`src/rtl/mem_arb_pkg.sv`:
```
// Shared types and defaults for the IF/LS memory port arbiter.
package mem_arb_pkg;

    typedef enum logic [1:0] {
        IDLE  = 2'd0,
        WAIT  = 2'd1,
        DRAIN = 2'd2
    } arb_state_e;

    typedef enum logic {
        OWN_IF = 1'b0,
        OWN_LS = 1'b1
    } arb_owner_e;

    localparam int DEF_TIMEOUT    = 255;
    localparam int DEF_STARVE_MAX = 4;

endpackage

```
`src/rtl/arb_timeout_cnt.sv`:
```
// Cycle counter with synchronous clear and a terminal-count flag; shared by the
// response-wait and drain phases of the arbiter.
module arb_timeout_cnt #(
    parameter int WIDTH    = 8,
    parameter int TERMINAL = 254
) (
    input  logic clk,
    input  logic reset,
    input  logic clear,
    input  logic enable,
    output logic tc
);

    localparam logic [WIDTH-1:0] TERM_V = WIDTH'(TERMINAL);

    logic [WIDTH-1:0] count_q;
    logic [WIDTH-1:0] count_d;

    always_comb begin
        count_d = count_q;
        if (clear) begin
            count_d = '0;
        end else if (enable) begin
            count_d = count_q + 1'b1;
        end
    end

    always_ff @(posedge clk) begin
        if (!reset) begin
            count_q <= '0;
        end else begin
            count_q <= count_d;
        end
    end

    assign tc = (count_q == TERM_V);

endmodule

```
`src/rtl/mem_port_arbiter.sv`:
```
// Shares one memory port between instruction fetch and load/store: one
// outstanding transaction, response routed to its owner, timeout-bounded.
module mem_port_arbiter
    import mem_arb_pkg::*;
#(
    parameter int ADDR_W     = 32,
    parameter int DATA_W     = 32,
    parameter int TIMEOUT    = DEF_TIMEOUT,
    parameter int STARVE_MAX = DEF_STARVE_MAX
) (
    input  logic                  clk,
    input  logic                  reset,
    input  logic                  if_req,
    input  logic [ADDR_W-1:0]     if_addr,
    output logic                  if_gnt,
    output logic                  if_rvalid,
    output logic [DATA_W-1:0]     if_rdata,
    output logic                  if_err,
    input  logic                  ls_req,
    input  logic                  ls_we,
    input  logic [DATA_W/8-1:0]   ls_be,
    input  logic [ADDR_W-1:0]     ls_addr,
    input  logic [DATA_W-1:0]     ls_wdata,
    output logic                  ls_gnt,
    output logic                  ls_rvalid,
    output logic [DATA_W-1:0]     ls_rdata,
    output logic                  ls_err,
    output logic                  mem_req,
    output logic                  mem_we,
    output logic [DATA_W/8-1:0]   mem_be,
    output logic [ADDR_W-1:0]     mem_addr,
    output logic [DATA_W-1:0]     mem_wdata,
    input  logic                  mem_gnt,
    input  logic                  mem_rvalid,
    input  logic [DATA_W-1:0]     mem_rdata,
    input  logic                  mem_err,
    output logic                  busy
);

    localparam int TMO_W = (TIMEOUT > 2) ? $clog2(TIMEOUT) : 1;
    localparam int SW    = $clog2(STARVE_MAX + 1);
    localparam logic [SW-1:0] STARVE_LIM = SW'(STARVE_MAX);

    arb_state_e       state_q, state_d;
    arb_owner_e       owner_q, owner_d;
    logic [SW-1:0]    starve_q, starve_d;
    logic             tmo_clear, tmo_tc;
    logic             idle_arb, force_if, win_ls, granted, resp_fire;
    logic [DATA_W-1:0] resp_rdata;
    logic             resp_err;

    // Arbitration is suppressed while reset is held so no grant is lost.
    assign idle_arb = reset && (state_q == IDLE);
    assign force_if = if_req && (starve_q == STARVE_LIM);
    assign win_ls   = ls_req && !force_if;

    assign mem_req   = idle_arb && (if_req || ls_req);
    assign mem_we    = win_ls && ls_we;
    assign mem_be    = win_ls ? ls_be : '1;
    assign mem_addr  = win_ls ? ls_addr : if_addr;
    assign mem_wdata = win_ls ? ls_wdata : '0;

    assign granted = mem_req && mem_gnt;
    assign ls_gnt  = granted && win_ls;
    assign if_gnt  = granted && !win_ls;

    // A response on the terminal cycle wins over the synthesized timeout error.
    assign resp_fire  = reset && (state_q == WAIT) && (mem_rvalid || tmo_tc);
    assign resp_rdata = mem_rvalid ? mem_rdata : '0;
    assign resp_err   = mem_rvalid ? mem_err : 1'b1;

    assign if_rvalid = resp_fire && (owner_q == OWN_IF);
    assign ls_rvalid = resp_fire && (owner_q == OWN_LS);
    assign if_rdata  = if_rvalid ? resp_rdata : '0;
    assign ls_rdata  = ls_rvalid ? resp_rdata : '0;
    assign if_err    = if_rvalid && resp_err;
    assign ls_err    = ls_rvalid && resp_err;

    assign busy = (state_q != IDLE);

    always_comb begin
        state_d   = state_q;
        owner_d   = owner_q;
        tmo_clear = 1'b0;
        case (state_q)
            IDLE: begin
                tmo_clear = 1'b1;
                if (granted) begin
                    state_d = WAIT;
                    owner_d = win_ls ? OWN_LS : OWN_IF;
                end
            end
            WAIT: begin
                if (mem_rvalid) begin
                    state_d   = IDLE;
                    tmo_clear = 1'b1;
                end else if (tmo_tc) begin
                    state_d   = DRAIN;
                    tmo_clear = 1'b1;
                end
            end
            DRAIN: begin
                if (mem_rvalid || tmo_tc) begin
                    state_d   = IDLE;
                    tmo_clear = 1'b1;
                end
            end
            default: begin
                state_d   = IDLE;
                tmo_clear = 1'b1;
            end
        endcase
    end

    always_comb begin
        starve_d = starve_q;
        if (!if_req || if_gnt) begin
            starve_d = '0;
        end else if (ls_gnt && (starve_q != STARVE_LIM)) begin
            starve_d = starve_q + 1'b1;
        end
    end

    always_ff @(posedge clk) begin
        if (!reset) begin
            state_q  <= IDLE;
            owner_q  <= OWN_IF;
            starve_q <= '0;
        end else begin
            state_q  <= state_d;
            owner_q  <= owner_d;
            starve_q <= starve_d;
        end
    end

    arb_timeout_cnt #(
        .WIDTH    (TMO_W),
        .TERMINAL (TIMEOUT - 1)
    ) u_tmo (
        .clk    (clk),
        .reset  (reset),
        .clear  (tmo_clear),
        .enable (state_q != IDLE),
        .tc     (tmo_tc)
    );

endmodule
```
`config.mk`:
```
export PLATFORM = sky130hd
export DESIGN_NAME = mem_port_arbiter
export DESIGN_NICKNAME = d
export VERILOG_FILES = /design/src/rtl/mem_arb_pkg.sv /design/src/rtl/arb_timeout_cnt.sv /design/src/rtl/mem_port_arbiter.sv
export SDC_FILE = /design/constraint.sdc
export NUM_CORES = 1
export LEC_CHECK = 0
export BUFFER_PORTS_ARGS = -buffer_cell sky130_fd_sc_hd__buf_2
export CORE_AREA = 2 2 109 111
export CTS_CLUSTER_SIZE = 28
export DETAILED_ROUTE_END_ITERATION = 7
export DIE_AREA = 0 0 111 113
export SLEW_MARGIN = 10
export SYNTH_ARGS = -nofsm -noshare
export SYNTH_HDL_FRONTEND = slang
export SYNTH_HIERARCHICAL = 1
export SYNTH_SLANG_ARGS = --single-unit
```
`constraint.sdc`:
```
create_clock -name clk -period 4 [get_ports clk]
set_clock_uncertainty 0.05 [all_clocks]
set_input_delay 0 -clock clk [delete_from_list [all_inputs] [get_ports clk]]
set_output_delay 0 -clock clk [all_outputs]
set_load 0.01 [all_outputs]
```
======== Word-level counts from Yosys, hierarchy flattened ========
Index checks and enable logic that the tools add are counted.
word-level totals
  output and inout bits ................... 141
  bits in registers ....................... 14
  input port bits ......................... 140
cells by class
  $add $sub $neg .......................... 2
  mux-type cells .......................... 17
  reduce and logical (&&, ||, !) cells .... 27
  bitwise gates (word level) .............. 2
  equal/unequal tests ..................... 8
operators with widths
  operator                                             number
  2-to-1 mux 32 bit                                    5
  logical AND 1 bit                                    15
  adder 8 x 1 -> 8 bit, second input constant          1
  equality test 8 bit, second input constant           1
  2-to-1 mux 2 bit                                     4
  != test 3 bit, second input constant                 2
  one-hot mux 2 bit (3 select lines)                   1
  2-to-1 mux 1 bit                                     5
  2-to-1 mux 4 bit                                     1
  != test 2 bit, second input constant                 2
  OR reduction 2 bit                                   2
  adder 3 x 1 -> 3 bit, second input constant          1
  equality test 3 bit, second input constant           1
  zero test 1 bit                                      3
  logical OR 1 bit                                     3
  AND reduction 3 bit                                  1
  equality test 2 x 1 -> 1 bit, second input constant  1
  equality test 2 bit, second input constant           1
  zero test 2 bit                                      1
  inverter 1 bit                                       2
  one-hot mux 1 bit (2 select lines)                   1
  AND reduction 2 bit                                  1
  nonzero test 2 bit                                   1

======== Depth between registers and ports, before layout ========
Gate-level depths: netlist of run 1.
  depth in word-level cells ............... 8
  gate-level depth with buffers ........... 9
  depth with buffers taken out ............ 8

======== By module ========
Netlist of run 1, hierarchy kept.
by module, submodules not included
  module            sequential area each (um^2)  times used  area an instance (um^2)  cells each
  mem_port_arbiter  120.1                        1           1,556.5                  248
  arb_timeout_cnt   160.2                        1           365.4                    42

======== Worst setup path before layout of run 1 ========
OpenSTA, ideal clock, no wires.
  kind .................................... flip-flop to output port
  start ................................... register u_tmo.count_q[0]
  end ..................................... output port if_rdata[29]
  arrival ................................. 1,645 ps
  cell stages (with the launch flop) ...... 10
  buffers on the path ..................... 2
  setup slack ............................. 2,305 ps
  cells stage by stage .................... dfxtp_1 inv_1 ha_1 nand3_1 nor2_1 nor2_2 or3_1 buf_2 buf_6 nor2_1
between the ends
  word-level cells in the longest chain between the ends .. 5
RTL lines
  element                 RTL line                text
  from (decl)             arb_timeout_cnt.sv:16   logic [WIDTH-1:0] count_q;
  from (signal assigned)  arb_timeout_cnt.sv:32   count_q <= count_d;
  equality test 8 bit     arb_timeout_cnt.sv:36   assign tc = (count_q == TERM_V);
  named net tmo_tc        mem_port_arbiter.sv:47  logic tmo_clear, tmo_tc;
  logical OR 1 bit        mem_port_arbiter.sv:68  assign resp_fire = reset && (state_q == WAIT) && (mem_rvalid || tmo_tc);
  logical AND 1 bit       mem_port_arbiter.sv:68
  logical AND 1 bit       mem_port_arbiter.sv:72  assign if_rvalid = resp_fire && (owner_q == OWN_IF);
  2-to-1 mux 32 bit       mem_port_arbiter.sv:74  assign if_rdata = if_rvalid ? resp_rdata : '0;
  to (decl)               mem_port_arbiter.sv:17  output logic [DATA_W-1:0] if_rdata,
The timed path passes the listed nets, and every way through them passes these cells.

======== Worst setup path after layout of run 1 ========
  start ................................... register u_tmo.count_q[0]
  end ..................................... output port if_rdata[8]
Same word-level chain as after synthesis.

==> results.md, run 1 <==
- Status: finished clean
- Worst slew margin: 0.269
- Sequential-to-total area share from yosys stat: 0.146
- Clk sinks: 14
- Placed cell count: 692
- Post-synthesis instance area: 0.00192 mm^2
- Pins Over Slew Limit: 0
- Synth Area in Compound Gates: 0.0553
- Sequential Area: 280 um^2
- VDD IR-drop max: 0.126 mV
- Number of fillers in the final layout: 1,249
- Num CTS Buffers: 3
- Core ar.: 0.0113 mm^2
- Ports: 281
- Residual DRC: 0
- Final wirelength: 9170 um
- CP startpoint kind: flip-flop
- Clock-pin slew on the worst setup and hold paths: 0.05 ns
- Critical Path End Type: output port
- GR Util All Layers: 0.129
- Ys Warns: 6
- 1st-iter DRT viols: 126
- Leakage: 2.06 nW
- H-tree depth: 1
- Worst Reg-to-Reg Cells: 6
- Final setup violation count: 0
- Root Buffer: clkbuf_16
- Mapped Cells: 290
- Clock Latency Late Sink: 0.25 ns
- WL/cell: 13.2 um
- Die Wd: 111 um
- Initial antenna violation count: 0
- Post-DP HPWL: 7750 um
- Power per Cell Area: 209 mW/mm^2
- Worst EP required: 3.95 ns
- First-pass GRT wire length: 13,500 um
- Most used cell along the critical path: nor2_1
- Final cell count without fillers: 696
- Pre-CTS setup slack: 1.87 ns
- Vias per Instance: 4.17
- Post-Layout Inst Area: 0.00347 mm^2
- FMAX: 417 MHz
- Post-Synth XOR/XNOR Area: 0.0182
- RSZ-0062 raised after global routing: no
- Post-CTS sizing: 0
- CTS tree: done
- Postcts setup bufs: 0
- Min-Delay Path Class: in -> reg
- Setup ws final: 1.60 ns
- Post-synth EDFFs: 0
- Tcrit/Tclk final: 0.599
- Average size of a mapped cell: 6.63 um^2
- Hold buffer count at cts: 0
- Measured slew at the worst slew-check pin: 1.10 ns
- Ys async rst share: 0
- Hold path depth: 3
- Post-synthesis mux area share: 0.198
- CP arrival: 2.35 ns
- Final Total Pwr: 0.724 mW
- Max Cap Violations: 0
- Synth Flop Type: dfxtp_1
- Syn nets: 438
- Synth cell types: 35
- Placed instance area: 0.00338 mm^2
- Worst hold endpoint: starve_q[2]
- CP Max Fanout: 34
- Die Ht: 113 um
- Layout area overhead: 80.5%
- Critical path's slowest cell: or3_1
- R2R Setup Slk: 2.26 ns
- Post-synthesis adder-cell area fraction: 0.0521
- Worst R2R End: u_tmo/count_q[5]
- Cells along the critical path: inv_1, ha_1, nand3_1, nor2_1, nor2_2, or3_1, nor2_1, buf_2
- Die ar.: 0.0125 mm^2
- Final nets: 702
- Layout cells sized above 1: 0.584
- Drt pass-1 iters: 4
- Hold_sp: if_req
- Largest family of logic cells by synthesized area: simple AND/OR/NAND/NOR gates
- Antenna Violating Nets Remaining: 0
- Buffers on Ports: 280
- Placer Congestion: 0.813
- Gr ovfl total: 0
- Largest net degree at the start of global routing: 43
- Multi-input logic area: 0.00147 mm^2
- Vias in the first global route: 2,611
- Critical Path Source: u_tmo/count_q[0]
- Clk buf depth: 2
- Setup CP Type: reg -> out
- Final hold slack: 0.0407 ns
- Setup tns final: 0 ns
- Slowest stage delay, CP: 0.79 ns
- Initial Utilization: 0.170
- Via Count: 2,905
- Final-report hold violation count: 0
- Standard-cell row count: 39
- Yosys reg bits: 14
- Simple-Gate Fraction of Synth Area: 0.439
- Critical R2R Launch: state_q[0]
- Util after Layout: 0.308
- Fin crit period: 2.40 ns
- Diode count: 0
layer usage:
layer | up-vias | share of wire | track usage
met5 | - | 0 | 0
met4 | 0 | 0.0019 | 0.0175
met3 | 2 | 0.081 | 0.0209
met2 | 170 | 0.50 | 0.240
met1 | 1242 | 0.42 | 0.161
li1 | 1491 | - | -
state kept, by name, summed over array words and instances (netlist names):
signal / flops
u_tmo/count_q: 8
owner_q: 1
state_q: 2
starve_q: 3
cells in the mapped netlist, drive strengths merged, types with 2 or more instances:
cell	n	area (um^2)
nor2b	2	12.5
nand4	6	43.8
nand2b	5	31.3
mux2	32	360
dfxtp	14	280
clkbuf	15	66.3
inv	8	30.0
nand3	5	25.0
nor2	77	292
nand2	44	168
buf	9	78.8
xor2	3	26.3
ha	8	100
or3	4	25.0
o21ai	5	25.0
mux2i	2	20.0
and3	34	213
a21oi	6	30.0
where the power goes:
part	internal, mW	leakage [nW]	total (mW)	switching (mW)
registers	0.148	0.113	0.156	0.00751
clock network	0.152	0.0442	0.212	0.0604
logic	0.164	1.90	0.356	0.191
kinds of logic after synthesis:
| logic type | Yosys count |
|---|---|
| xor+xnor | 4 |
| mux | 34 |
| buf+inv | 32 |
| simple gates | 182 |
| flops | 14 |
| compound gates | 16 |
| fa+ha+maj | 8 |
cells in the final DEF, fill, tap and decap left out, drive strengths merged:
cell and count:
dfxtp 14, inv 8, nor3b 1, buf 283
or3 4, nand3b 1, nand4b 1, o211a 1
nor3 1, xnor2 1, mux2i 2, clkbuf 4
mux2 32, xor2 3, nand2 44, nand4 6
nand3 5, and3 34, o2111ai 1, a211oi 1
a21oi 6, o32a 1, and2 1, ha 8
o21ai 5, nor2b 2, nor2 77, nand2b 5
a32oi 1
cell type report:
class | instances | share of cell area
Sequential cell | 14 | 0.0808
Inverter | 8 | 0.00866
Tap cell | 143 | 0.0516
Timing Repair Buffer | 283 | 0.411
Clock buffer | 4 | 0.0256
Multi-Input combinational cell | 244 | 0.423
worst max path at each step:
stage	cells after the start	end
2_1_floorplan	9	if_rdata[29]
3_3_place_gp	8	if_rdata[8]
3_5_place_dp	7	if_rdata[6]
4_1_cts	7	if_rdata[8]
5_1_grt	8	if_rdata[24]
6_report	8	if_rdata[8]
worst max-delay path, delay by kind of cell, from the launching register on:
| family | cells | cell delay, ns |
|---|---|---|
| fa+ha+maj | 1 | 0.13 |
| buf+inv | 2 | 0.23 |
| flops | 1 | 0.34 |
| simple gates | 5 | 1.38 |
(Power assumes the default switching activity.)
==> run 2, diff against run 1 <==
==> constraint.sdc (replaced) <==
create_clock -name clk -period 2.41 [get_ports clk]
set_clock_uncertainty 0.05 [all_clocks]
set_input_delay 0 -clock clk [delete_from_list [all_inputs] [get_ports clk]]
set_output_delay 0 -clock clk [all_outputs]
set_load 0.01 [all_outputs]
==> results.md, run 2 (synthesis gave the netlist of run 1 again) <==
- Measured slew at the worst slew-check pin: 0.543 ns
- Die ar.: 0.0125 mm^2
- Initial Utilization: 0.170
- Seq pwr share: 0.222
- Post-Layout Inst Area: 0.00349 mm^2
- Die Wd: 111 um
- Layout cells sized above 1: 0.586
- Clock-pin slew on the worst setup and hold paths: 0.04 ns
- Critical path's slowest cell: dfxtp_1
- Most used cell along the critical path: nor2_1
- Hold buffer count at cts: 0
- Via Count: 2,919
- Final hold slack: 0.0499 ns
- Worst EP required: 2.36 ns
- Pins Over Slew Limit: 0
- CP arrival: 2.00 ns
- Setup tns final: 0 ns
- Initial antenna violation count: 0
- Largest Register: u_tmo/count_q
- Diode count: 0
- Commonest non-fill, non-tap cell in the layout: buf_2
- Num CTS Buffers: 3
- Residual DRC: 0
- Max Cap Violations: 0
- Cells along the critical path: inv_1, ha_1, nand3_1, nor2_1, nor2_2, or3_1, buf_4, nor2_1, buf_2
- Die Ht: 113 um
- Post-CTS sizing: 0
- Core ar.: 0.0113 mm^2
- Clock power frac: 0.264
- CP Max Fanout: 34
- Final setup violation count: 0
- Drt pass-1 iters: 4
- H-tree depth: 1
- Clk sinks: 14
- Vias in the first global route: 2,592
- Postcts setup bufs: 0
- VDD IR-drop max: 0.178 mV
- Clock Latency Late Sink: 0.24 ns
- Hold_sp: if_req
- Setup CP Type: reg -> out
- Setup ws final: 0.358 ns
- Ports: 281
- Tcrit/Tclk final: 0.851
- GR Util All Layers: 0.131
- Util after Layout: 0.310
- Buf+Inv Stages, Crit Path: 3
- Min-Delay Path Class: in -> reg
- CP startpoint kind: flip-flop
- Layout area overhead: 81.6%
- FMAX: 487 MHz
- Worst R2R End: u_tmo/count_q[7]
- CTS tree: done
- Standard-cell row count: 39
- Power per Cell Area: 333 mW/mm^2
- Cell-internal power: 0.740 mW
- CP top delay family: simple AND/OR/NAND/NOR gates
- Pre-CTS setup slack: 0.611 ns
- Placer Congestion: 0.813
- Final cell count without fillers: 698
- Root Buffer: clkbuf_16
- Worst hold endpoint: starve_q[2]
- Antenna Violating Nets Remaining: 0
- Leakage: 2.07 nW
- Slowest stage delay, CP: 0.34 ns
- Post-DP HPWL: 7840 um
- Placed cell count: 695
- Net Sw Frac: 0.364
- Final-report hold violation count: 0
- Status: finished clean
- Worst slew margin: 0.638
- Placed instance area: 0.00341 mm^2
- Worst Reg-to-Reg Cells: 6
- Hold path depth: 3
- Largest net degree at the start of global routing: 36
- Fin crit period: 2.05 ns
- RSZ-0062 raised after global routing: no
- 1st-iter DRT viols: 86
- Clk buf depth: 2
- Most frequent cells in the layout: buf_2, nor2_1, nand2_1, and3_1, mux2_2
- Gate power share: 0.514
- WL/cell: 13.1 um
- Buffers on Ports: 280
- P_sw: 0.423 mW
- Critical Path End Type: output port
- Final nets: 705
- Final wirelength: 9180 um
- Gr ovfl total: 0
- Critical R2R Launch: state_q[0]
- Biggest regs: u_tmo/count_q: 8 flops, starve_q: 3 flops, state_q: 2 flops
- Max reg flops: 8
- Vias per Instance: 4.18
- R2R Setup Slk: 0.66 ns
- Final Total Pwr: 1.16 mW
- First-pass GRT wire length: 13,400 um
## run 2: cell count changes in the layout (fill, tap and decap cells not counted)
| cell | delta |
|---|---|
| buf_12 | +1 |
| clkbuf_8 | -1 |
| buf_4 | +2 |
## run 2: how the worst max path moves through the flow
stage,startpoint,end,slack [ns],cells after the start
6_report,u_tmo/count_q[0],if_rdata[6],0.36,9
5_1_grt,u_tmo/count_q[1],if_rdata[26],0.11,8
4_1_cts,u_tmo/count_q[0],if_rdata[6],0.35,9
3_5_place_dp,u_tmo/count_q[0],if_rdata[6],0.61,9
3_3_place_gp,u_tmo/count_q[0],ls_rdata[25],0.62,8
2_1_floorplan,u_tmo/count_q[0],if_rdata[29],0.71,9
## run 2: area by class of cell
class | instances | area [um^2]
clock buffers | 3 | 75.1
fillers | 1266 | 7780
inverters | 8 | 30.0
multi-input cells | 244 | 1470
flip-flops and latches | 14 | 280
well taps | 143 | 179
repair buffers | 286 | 1460
## run 2: worst reg2reg max path, cell delays in order, from the launching register on
cell     delay (ns)
dfxtp_1        0.35
inv_1          0.09
ha_1           0.26
inv_1          0.26
nand4_2        0.19
or3_1          0.35
a21oi_1        0.14
## run 2: routing by layer
| metal | global-route usage | up-vias | share of wire |
|---|---|---|---|
| met2 | 0.240 | 184 | 0.49 |
| met4 | 0.0275 | 0 | 0.0051 |
| met1 | 0.157 | 1240 | 0.40 |
| met3 | 0.0268 | 2 | 0.097 |
| met5 | 0 | - | 0 |
| li1 | - | 1493 | - |
## run 2: power groups by stage
stage	sequential (mW)	combinational [mW]	clock, mW
finish	0.258	0.598	0.307
global route	0.260	0.662	0.324
CTS	0.258	0.608	0.317
detailed placement	0.262	0.604	0
global placement	0.262	0.606	0
floorplan	0.260	0.348	0
==> run 3, diff against run 2 <==
--- a/config.mk
+++ b/config.mk
@@ -7,9 +7,11 @@
 export LEC_CHECK = 0
 export BUFFER_PORTS_ARGS = -buffer_cell sky130_fd_sc_hd__buf_2
 export CORE_AREA = 2 2 109 111
+export CTS_BUF_LIST = sky130_fd_sc_hd__clkbuf_4 sky130_fd_sc_hd__clkbuf_8
 export CTS_CLUSTER_SIZE = 28
 export DETAILED_ROUTE_END_ITERATION = 7
 export DIE_AREA = 0 0 111 113
+export REMOVE_ABC_BUFFERS = 1
 export SLEW_MARGIN = 10
 export SYNTH_ARGS = -nofsm -noshare
 export SYNTH_HDL_FRONTEND = slang
==> results.md, run 3 (synthesis gave the netlist of run 1 again) <==
- Final setup violation count: 0
- Clock-pin slew on the worst setup and hold paths: 0.06 ns
- Status: finished clean
- Die Wd: 111 um
- Max reg flops: 8
- Leakage: 2.06 nW
- CP Max Fanout: 33
- Vias in the first global route: 2,646
- Biggest regs: u_tmo/count_q: 8 flops, starve_q: 3 flops, state_q: 2 flops
- Buffers on Ports: 280
- RSZ-0062 raised after global routing: no
- Most frequent cells in the layout: buf_2, nor2_1, nand2_1, and3_1, mux2_2
- WL/cell: 13.2 um
- Pins Over Slew Limit: 0
- CTS tree: done
- CP arrival: 2.19 ns
- Clock Latency Late Sink: 0.25 ns
- Standard-cell row count: 39
- Largest Register: u_tmo/count_q
- Die ar.: 0.0125 mm^2
- Antenna Violating Nets Remaining: 0
- Power per Cell Area: 305 mW/mm^2
- FMAX: 446 MHz
- 1st-iter DRT viols: 140
- Placed instance area: 0.00342 mm^2
- Initial Utilization: 0.170
- Commonest non-fill, non-tap cell in the layout: buf_2
- Clk buf depth: 2
- Postcts setup bufs: 0
- Ports: 281
- Post-DP HPWL: 7840 um
- Residual DRC: 0
- Min-Delay Path Class: in -> reg
- Max Cap Violations: 0
- Setup tns final: 0 ns
- Num CTS Buffers: 3
- Setup CP Type: reg -> out
- VDD IR-drop max: 0.184 mV
- Core ar.: 0.0113 mm^2
- Drt pass-1 iters: 4
- Largest net degree at the start of global routing: 37
- Root Buffer: clkbuf_8
- Critical Path End Type: output port
- Clk sinks: 14
- Layout area overhead: 80.3%
- Final wirelength: 9240 um
- Final nets: 707
- Fin crit period: 2.24 ns
- Post-Layout Inst Area: 0.00347 mm^2
- Measured slew at the worst slew-check pin: 0.399 ns
- H-tree depth: 1
- Worst EP required: 2.36 ns
- Gr ovfl total: 0
- First-pass GRT wire length: 13,500 um
- Placer Congestion: 0.801
- Tcrit/Tclk final: 0.929
- Via Count: 3,016
- Initial antenna violation count: 1
- Vias per Instance: 4.30
- CP startpoint kind: flip-flop
- GR Util All Layers: 0.130
- Final-report hold violation count: 0
- Die Ht: 113 um
- Worst slew margin: 0.734
- Layout cells sized above 1: 0.589
==> run 3: metal layers <==
| metal | share of wire | routed length, um | track usage | vias to the layer above |
|---|---|---|---|---|
| met3 | 0.091 | 840 | 0.0220 | 10 |
| met4 | 0.018 | 163 | 0.0425 | 0 |
| met2 | 0.49 | 4510 | 0.232 | 185 |
| met5 | 0 | 0 | 0 | - |
| met1 | 0.40 | 3720 | 0.158 | 1319 |
| li1 | - | - | - | 1502 |
==> run 3: where the power goes <==
| part | internal [mW] | switching (mW) |
|---|---|---|
| Sequential | 0.245 | 0.0125 |
| Clock | 0.111 | 0.0854 |
| Combinational | 0.282 | 0.321 |
==> run 3: final cells by class <==
class,instances,area [um^2]
Inverter,8,30.0
Sequential cell,14,280
Antenna cell,1,2.50
Clock buffer,3,41.3
Timing Repair Buffer,288,1460
Fill cell,1265,7810
Tap cell,143,179
Multi-Input combinational cell,244,1470
==> run 3: critical path: stages, from the launching register on <==
cell and delay, ns:
dfxtp_1 0.32, inv_1 0.07, ha_1 0.18, nand3_1 0.27
nand2_2 0.16, buf_4 0.37, mux2_2 0.40, buf_2 0.15
==> run 3: final timing paths <==
path	depth (start not counted)	slack (ns)	end	start
hold reg to reg	2	0.42	starve_q[1]	starve_q[1]
hold / removal	3	0.03	starve_q[1]	if_req
setup / recovery	7	0.17	mem_addr[7]	starve_q[0]
setup reg to reg	6	0.67	u_tmo/count_q[7]	state_q[0]
==> run 3: what timing repair did <==
| item | CTS | global route |
|---|---|---|
| hold buffers | 0 | 0 |
| resized for setup | 0 | 1 |
| endpoints found under the setup margin | 0 | 2 |
| endpoints found under the hold margin | 0 | 0 |
==> run 3: metrics by stage <==
step / utilization / setup slack (ns) / hold slack (ns) / instances / power [mW]
2_1_floorplan: - / 0.286 / 0.0400 / 266 / 0.566
3_3_place_gp: 0.303 / 0.376 / 0.215 / 697 / 0.869
3_5_place_dp: 0.303 / 0.413 / 0.221 / 697 / 0.868
4_1_cts: 0.307 / 0.134 / 0.0252 / 700 / 1.07
5_1_grt: 0.307 / 0.0172 / 0.0517 / 701 / 1.13
6_report: 0.307 / 0.170 / 0.0274 / 701 / 1.06
